--- config.mk ---
export PLATFORM = sky130hd
export DESIGN_NAME = skid_crd_pipe
export DESIGN_NICKNAME = d
export VERILOG_FILES = /design/src/rtl/skid_crd_pipe.sv
export SDC_FILE = /design/constraint.sdc
export NUM_CORES = 1
export LEC_CHECK = 0
export CAP_MARGIN = 30
export CORE_MARGIN = 4
export CORE_UTILIZATION = 50
export DETAILED_ROUTE_END_ITERATION = 10
export PLACE_DENSITY = 0.73
export SETUP_SLACK_MARGIN = 0.4
export SLEW_MARGIN = 25
export SYNTH_ARGS = -nofsm -noshare
export SYNTH_HDL_FRONTEND = slang
export SYNTH_SLANG_ARGS = --single-unit
--- constraint.sdc ---
create_clock -name aclk -period 5.81 [get_ports aclk]
set_clock_uncertainty 0.1 [all_clocks]
set_input_delay 0.581 -clock aclk [delete_from_list [all_inputs] [get_ports aclk]]
set_output_delay 0.581 -clock aclk [all_outputs]
set_load 0.02 [all_outputs]
--- src/rtl/skid_crd_pipe.sv ---
// skid_crd_pipe: credit-controlled AXI-Stream skid buffer.
//
// Accepted beats pass through LAT register stages and land in a DEPTH-entry
// first-word-fall-through circular store. in_tready is a registered function
// of a credit counter (one credit per store entry). That keeps the upstream
// ready path fully registered and still lets no beat be lost, whatever LAT is.
//
// Ports:
//   aclk        clock
//   aresetn     asynchronous active-low reset
//   in_tdata    upstream data (NB bits)
//   in_tvalid   upstream valid
//   in_tready   registered; high while at least one credit is held
//   out_tdata   data at the head of the store
//   out_tvalid  store not empty
//   out_tready  downstream ready
//   crd_cnt     free credits (0..DEPTH)
//   level       entries currently held in the store (0..DEPTH)
//   err_ovf     sticky; set by a write into a full store with no read
module skid_crd_pipe #(
   parameter int unsigned N     = 5,
   parameter int unsigned NB    = N * 8,
   parameter int unsigned LAT   = 1,
   parameter int unsigned DEPTH = 4
) (
   input  logic                         aclk,
   input  logic                         aresetn,
   input  logic [NB-1:0]                in_tdata,
   input  logic                         in_tvalid,
   output logic                         in_tready,
   output logic [NB-1:0]                out_tdata,
   output logic                         out_tvalid,
   input  logic                         out_tready,
   output logic [$clog2(DEPTH+1)-1:0]   crd_cnt,
   output logic [$clog2(DEPTH+1)-1:0]   level,
   output logic                         err_ovf
);

   localparam int unsigned CW = $clog2(DEPTH + 1);
   localparam int unsigned PW = $clog2(DEPTH);

   if (LAT < 1 || LAT > 8) begin : g_bad_lat
      $error("skid_crd_pipe: LAT must be in 1..8");
   end
   if (DEPTH < 2 || DEPTH > 64) begin : g_bad_depth
      $error("skid_crd_pipe: DEPTH must be in 2..64");
   end
   if (DEPTH < LAT + 1) begin : g_bad_ratio
      $error("skid_crd_pipe: DEPTH must be >= LAT+1");
   end

   logic [CW-1:0]   crd_q, crd_d;
   logic            in_tready_q;
   logic [LAT-1:0]  pvld_q, pvld_d;
   logic [NB-1:0]   pdata_q [LAT];
   logic [NB-1:0]   mem_q [DEPTH];
   logic [PW-1:0]   wptr_q, wptr_d;
   logic [PW-1:0]   rptr_q, rptr_d;
   logic [CW-1:0]   level_q, level_d;
   logic            err_q, err_d;

   logic            wr, rd, st_wr, st_ok, full;

   assign out_tvalid = (level_q != '0);
   assign wr         = in_tvalid & in_tready_q;
   assign rd         = out_tvalid & out_tready;
   assign st_wr      = pvld_q[LAT-1];
   assign full       = (level_q == CW'(DEPTH));
   // A write into a full store is fine when the head leaves on the same edge.
   assign st_ok      = st_wr & (~full | rd);

   always_comb begin
      pvld_d    = '0;
      pvld_d[0] = wr;
      for (int i = 1; i < int'(LAT); i++) begin
         pvld_d[i] = pvld_q[i-1];
      end
   end

   always_comb begin
      crd_d = crd_q;
      unique case ({wr, rd})
         2'b10:   crd_d = crd_q - CW'(1);
         2'b01:   crd_d = crd_q + CW'(1);
         default: crd_d = crd_q;
      endcase
   end

   always_comb begin
      level_d = level_q;
      unique case ({st_ok, rd})
         2'b10:   level_d = level_q + CW'(1);
         2'b01:   level_d = level_q - CW'(1);
         default: level_d = level_q;
      endcase
   end

   always_comb begin
      wptr_d = wptr_q;
      rptr_d = rptr_q;
      if (st_ok) begin
         wptr_d = (wptr_q == PW'(DEPTH - 1)) ? '0 : wptr_q + PW'(1);
      end
      if (rd) begin
         rptr_d = (rptr_q == PW'(DEPTH - 1)) ? '0 : rptr_q + PW'(1);
      end
   end

   assign err_d = err_q | (st_wr & full & ~rd);

   always_ff @(posedge aclk or negedge aresetn) begin
      if (!aresetn) begin
         crd_q       <= CW'(DEPTH);
         in_tready_q <= 1'b0;
         pvld_q      <= '0;
         wptr_q      <= '0;
         rptr_q      <= '0;
         level_q     <= '0;
         err_q       <= 1'b0;
      end else begin
         crd_q       <= crd_d;
         // Registered from the next credit count so ready never sees out_tready.
         in_tready_q <= (crd_d != '0);
         pvld_q      <= pvld_d;
         wptr_q      <= wptr_d;
         rptr_q      <= rptr_d;
         level_q     <= level_d;
         err_q       <= err_d;
      end
   end

   // Data path: no reset, qualified by the valid bits and pointers above.
   always_ff @(posedge aclk) begin
      if (wr) begin
         pdata_q[0] <= in_tdata;
      end
      for (int i = 1; i < int'(LAT); i++) begin
         pdata_q[i] <= pdata_q[i-1];
      end
      if (st_ok) begin
         mem_q[wptr_q] <= pdata_q[LAT-1];
      end
   end

   assign in_tready = in_tready_q;
   assign out_tdata = mem_q[rptr_q];
   assign crd_cnt   = crd_q;
   assign level     = level_q;
   assign err_ovf   = err_q;

endmodule

Word level (Yosys, flattened, before mapping)
Memory sizes are Yosys's and may differ from the RTL's.
Index checks and enable logic that the tools add are counted.
- output and inout port bits: 49
- flip-flop bits (word level): 13
- memories: 2
- RAM bits: 200
- input bits: 44
- memory list (memory ; depth ; width ; rd ports ; clocked after Yosys merged registers in ; wr ports ; RTL line ; RTL):
    mem_q ; 4 ; 40 ; 1 ; 0 ; 1 ; 56 ; logic [NB-1:0] mem_q [DEPTH];
    pdata_q ; 1 ; 40 ; 1 ; 0 ; 1 ; 55 ; logic [NB-1:0] pdata_q [LAT];
- bitwise gates (word level): 9
- add/subtract/negate cells: 6
- reductions and logical operators: 3
- eq/ne operators: 7
- muxes and demuxes: 8
- operators by type and width (kind ; number):
    $pmux 3 s2 ; 2
    $eq 2x2->1 const B ; 4
    $add 3x1->3 const B ; 2
    $reduce_bool 3->1 ; 2
    $sub 3x1->3 const B ; 2
    $and 1x1->1 ; 5
    $add 2x1->2 const B ; 2
    $eq 2x1->1 const B ; 2
    $mux 1 ; 4
    $mux 2 ; 2
    $eq 3x3->1 const B ; 1
    $not 1->1 ; 2
    $or 1x1->1 ; 2
    $reduce_bool 2->1 ; 1

Depth between registers and ports, before layout
- depth after elaboration: 6
- mapped depth: 9
- gate-level depth less buffers: 9

Least setup slack after synthesis
Ideal clock, no wire load.
- path type: flip-flop to flip-flop
- from: register level_q[0] (netlist: level[0])
- to: register in_tready_q (netlist: in_tready)
- slack: 3.398 ns
- stages on the path, launching flop included: 10
- data arrival time: 2.175 ns
- data required time: 5.573 ns
- path buffers: 0
- clock period less this slack: 2.412 ns
- cell sequence: dfrtp_1 > or3_4 > nand2_2 > inv_1 > ha_1 > inv_1 > fa_1 > mux2_2 > nor2_1 > o211ai_1
- cells in the longest elaborated chain, start to end: 5
- ends and longest elaborated chain (element ; RTL line ; RTL):
    start: declaration ; 59 ; logic [CW-1:0] level_q, level_d;
    start signal: assignment ; 127 ; level_q <= level_d;
    $reduce_bool 3->1 (*) ; 64 ; assign out_tvalid = (level_q != '0);
    named net out_tvalid ; 32 ; output logic out_tvalid,
    $and 1x1->1 (*) ; 66 ; assign rd = out_tvalid & out_tready;
    $eq 2x1->1 / $eq 2x2->1 (equally long branches) ; 82 ; unique case ({wr, rd})
    $pmux 3 s2 (*) ; 82 ;
    named net crd_d[1] ; 52 ; logic [CW-1:0] crd_q, crd_d;
    $reduce_bool 3->1 (*) ; 123 ; in_tready_q <= (crd_d != '0);
    end signal: assignment ; 123 ;
    end: declaration ; 53 ; logic in_tready_q;
Mark *: on every way through the listed nets, which the timed path passes. The rest lies on a longest branch.
A chain may end at the register's enable or synchronous reset.

Worst setup path after layout
- from: register rptr_q[0]
- to: output out_tdata[0]
- cells in the longest elaborated chain, start to end: 1
- ends and longest elaborated chain (element ; RTL line ; RTL):
    start: declaration ; 58 ; logic [PW-1:0] rptr_q, rptr_d;
    start signal: assignment ; 126 ; rptr_q <= rptr_d;
    $mem_v2 4x40 ; - ;
    end: declaration ; 31 ; output logic [NB-1:0] out_tdata,
Every way passes these cells.

==> results.sh <==
export IMPL_insertion_delay_ns=0.49
export IMPL_p_leak_nw=3.21
export IMPL_clk_pin_slew_ns=0.06
export IMPL_viasPerCell=5.39
export IMPL_grt_pass1_wl_um=20300
export IMPL_layout_common_cells="edfxtp_1 (200), clkdlybuf4s50_1 (92), mux4_2 (40)"
export IMPL_clockBufferDepth=3
export IMPL_synth_seq_cells=213
export IMPL_rrSetupSlack_ns=3.40
export IMPL_cts_max_level=1
export IMPL_antenna_found_initial=0
export IMPL_netlist_cell_type_count=26
export IMPL_cts_hold_buf=0
export IMPL_tns_ns=0
export IMPL_dr_first_iter_drc_count=203
export IMPL_post_drt_wl_per_cell_um=20.6
export IMPL_cp_arrival_ns=2.56
export IMPL_worst_setup_path_end_kind="output pin"
export IMPL_ctsResizeCount=0
export IMPL_multi_input_area_um2=1290
export IMPL_setup_violations=0
export IMPL_hp_class="in -> async"
export IMPL_muxShareOfSynthArea_pct=12.6
export IMPL_cts_root_buffer="clkbuf_16"
export IMPL_finalNonFillerCells=619
export IMPL_drive_above_1_share_pct=21.3
export IMPL_pwr_density_cell_nw_per_um2=540
export IMPL_postRouteAntennaNets=0
export IMPL_nFillCells=1035
export IMPL_regArea_um2=6340
export IMPL_netlist_instances=310
export IMPL_mostFrequentLayoutCell="edfxtp_1"
export IMPL_grt_pass1_vias=3747
export IMPL_worstMarginPinSlew_ns=0.657
export IMPL_max_freq_mhz=309
export IMPL_cts_tree="done"
export IMPL_path_class="reg -> out"
export IMPL_cp_max_fo=29
export IMPL_post_route_min_period_ns=3.24
export IMPL_synthAdderAreaFrac_pct=1.65
export IMPL_finalCritPeriodShare_pct=55.8
export IMPL_num_nets_final=471
export IMPL_dieWidth_um=132
export IMPL_synth_top_family_by_area="multiplexers"
export IMPL_postCtsSetupBuffers=0
export IMPL_fp_dieH_um=132
export IMPL_synth_seq_area_share_pct=81.9
export IMPL_initial_core_util_pct=51.0
export IMPL_finalMaxSlewViolations=0
export IMPL_ys_warnings_count=0
export IMPL_status="complete, no violations"
export IMPL_slew_headroom_pct=56.2
export IMPL_place_gp_congestion=0.717
export IMPL_pin_count=93
export IMPL_maxCapViolCount=0
export IMPL_synth_xor_area_share_pct=0.567
export IMPL_required_ns=5.13
export IMPL_syn_area_per_cell_um2=24.9
export IMPL_vias=3339
export IMPL_yosys_area_share_simple_pct=1.42
export IMPL_syn2layout_area_growth_pct=24.3
export IMPL_p_total_mw=5.18
export IMPL_dp_cells=581
export IMPL_grt_use_total_pct=14.9
export IMPL_ff2ff_path_depth=9
export IMPL_die_area_um2=17500
export IMPL_syn_area_um2=7730
export IMPL_synth_compound_area_share_pct=0.340
export IMPL_core_rowCount=45
export IMPL_r2r_start="level[1]"
export IMPL_cts_num_sinks=213
export IMPL_drc=0
export IMPL_hold_violations=0
export IMPL_diodes=0
export IMPL_start_kind="register"
export IMPL_drt_pass1_iterations=4
export IMPL_r2r_end="in_tready"
export IMPL_grt_overflow=0
export IMPL_fin_util_pct=63.4
export IMPL_port_buffers=92
export IMPL_vdd_drop_max_uv=339
export IMPL_rsz0062_at_grt="no"
export IMPL_numCtsBuffers=22
export IMPL_dp_hpwl_um=7330
export IMPL_syn_nets=363
export IMPL_core_um2=15100
export IMPL_wl_um=12700
export IMPL_grt_max_degree=44
==> worst max-delay path by stage <==
stage,from,end,slack (ns),cells past startpoint
floorplan,level[0],in_tready,3.40,9
global placement,rptr_q[0],out_tdata[11],2.87,2
detailed placement,rptr_q[0],out_tdata[26],2.86,2
CTS,rptr_q[0],out_tdata[26],2.33,2
global route,rptr_q[0],out_tdata[18],2.45,3
finish,rptr_q[0],out_tdata[0],2.57,3
==> synthesized netlist by cell type <==
cell,instances,share of area [%]
xor2_1,3,0.34
nor2b_4,1,0.18
o21ai_0,2,0.13
xnor2_1,2,0.23
mux2_2,3,0.44
buf_6,5,0.73
ha_1,7,1.1
a21o_2,1,0.11
or3_4,1,0.15
fa_1,2,0.52
edfxtp_1,200,78
mux2i_1,1,0.13
clkbuf_1,1,0.049
nand2_1,1,0.049
dfrtp_1,12,3.9
buf_2,4,0.26
inv_1,9,0.44
o211ai_1,1,0.097
nand2_2,1,0.081
nor2_1,4,0.19
and2_2,4,0.39
mux2_4,2,0.39
or2_2,1,0.081
dfstp_2,1,0.34
nor4b_4,1,0.31
mux4_2,40,12
==> logic make-up after synthesis <==
logic type,after synthesis
flops,213
simple gates,14
mux,46
fa+ha+maj,9
buf+inv,19
compound gates,4
xor+xnor,5
==> worst max-delay path, cell delays in order (launching register included) <==
cell and delay, ns:
dfrtp_4 0.64, buf_16 0.29, mux4_2 0.56, clkdlybuf4s50_1 0.56
==> through the flow <==
stage,hold WS (ns),area [um^2],worst slack [ns]
floorplan,0.185,7730,3.40
global placement,0.352,8810,2.87
detailed placement,0.353,8840,2.86
CTS,0.369,9580,2.33
global route,0.389,9610,2.45
finish,0.369,9610,2.57
==> final cells by class <==
cell class / instances / share of cell area [%]
clock buffers: 23 / 5.77
multi-input cells: 78 / 13.4
inverters: 9 / 0.352
repair buffers: 94 / 10.1
well taps: 188 / 2.45
clock inverters: 14 / 1.94
flip-flops and latches: 213 / 66.0
==> where the power goes <==
part / internal [mW] / switching [mW]
clock: 0.872 / 0.540
combinational: 0.792 / 0.730
sequential: 2.04 / 0.211
==> layer usage <==
| layer | part of all wire [%] | wire length (um) | GRT usage [%] | up-vias |
|---|---|---|---|---|
| met5 | 0 | 0 | 0 | - |
| met4 | 1.6 | 198 | 3.52 | 0 |
| met3 | 6.3 | 806 | 3.93 | 17 |
| met2 | 51 | 6510 | 25.4 | 93 |
| met1 | 41 | 5220 | 19.3 | 1741 |
| li1 | - | - | - | 1488 |
==> flip-flops by register name, indices dropped and copies added, names as in the netlist <==
| register | count |
|---|---|
| mem_q | 160 |
| level | 3 |
| rptr_q | 2 |
| err_ovf | 1 |
| pdata_q | 40 |
| crd_cnt | 3 |
| in_tready | 1 |
| wptr_q | 2 |
| pvld_q | 1 |
Power figures use the tool's default switching activity.
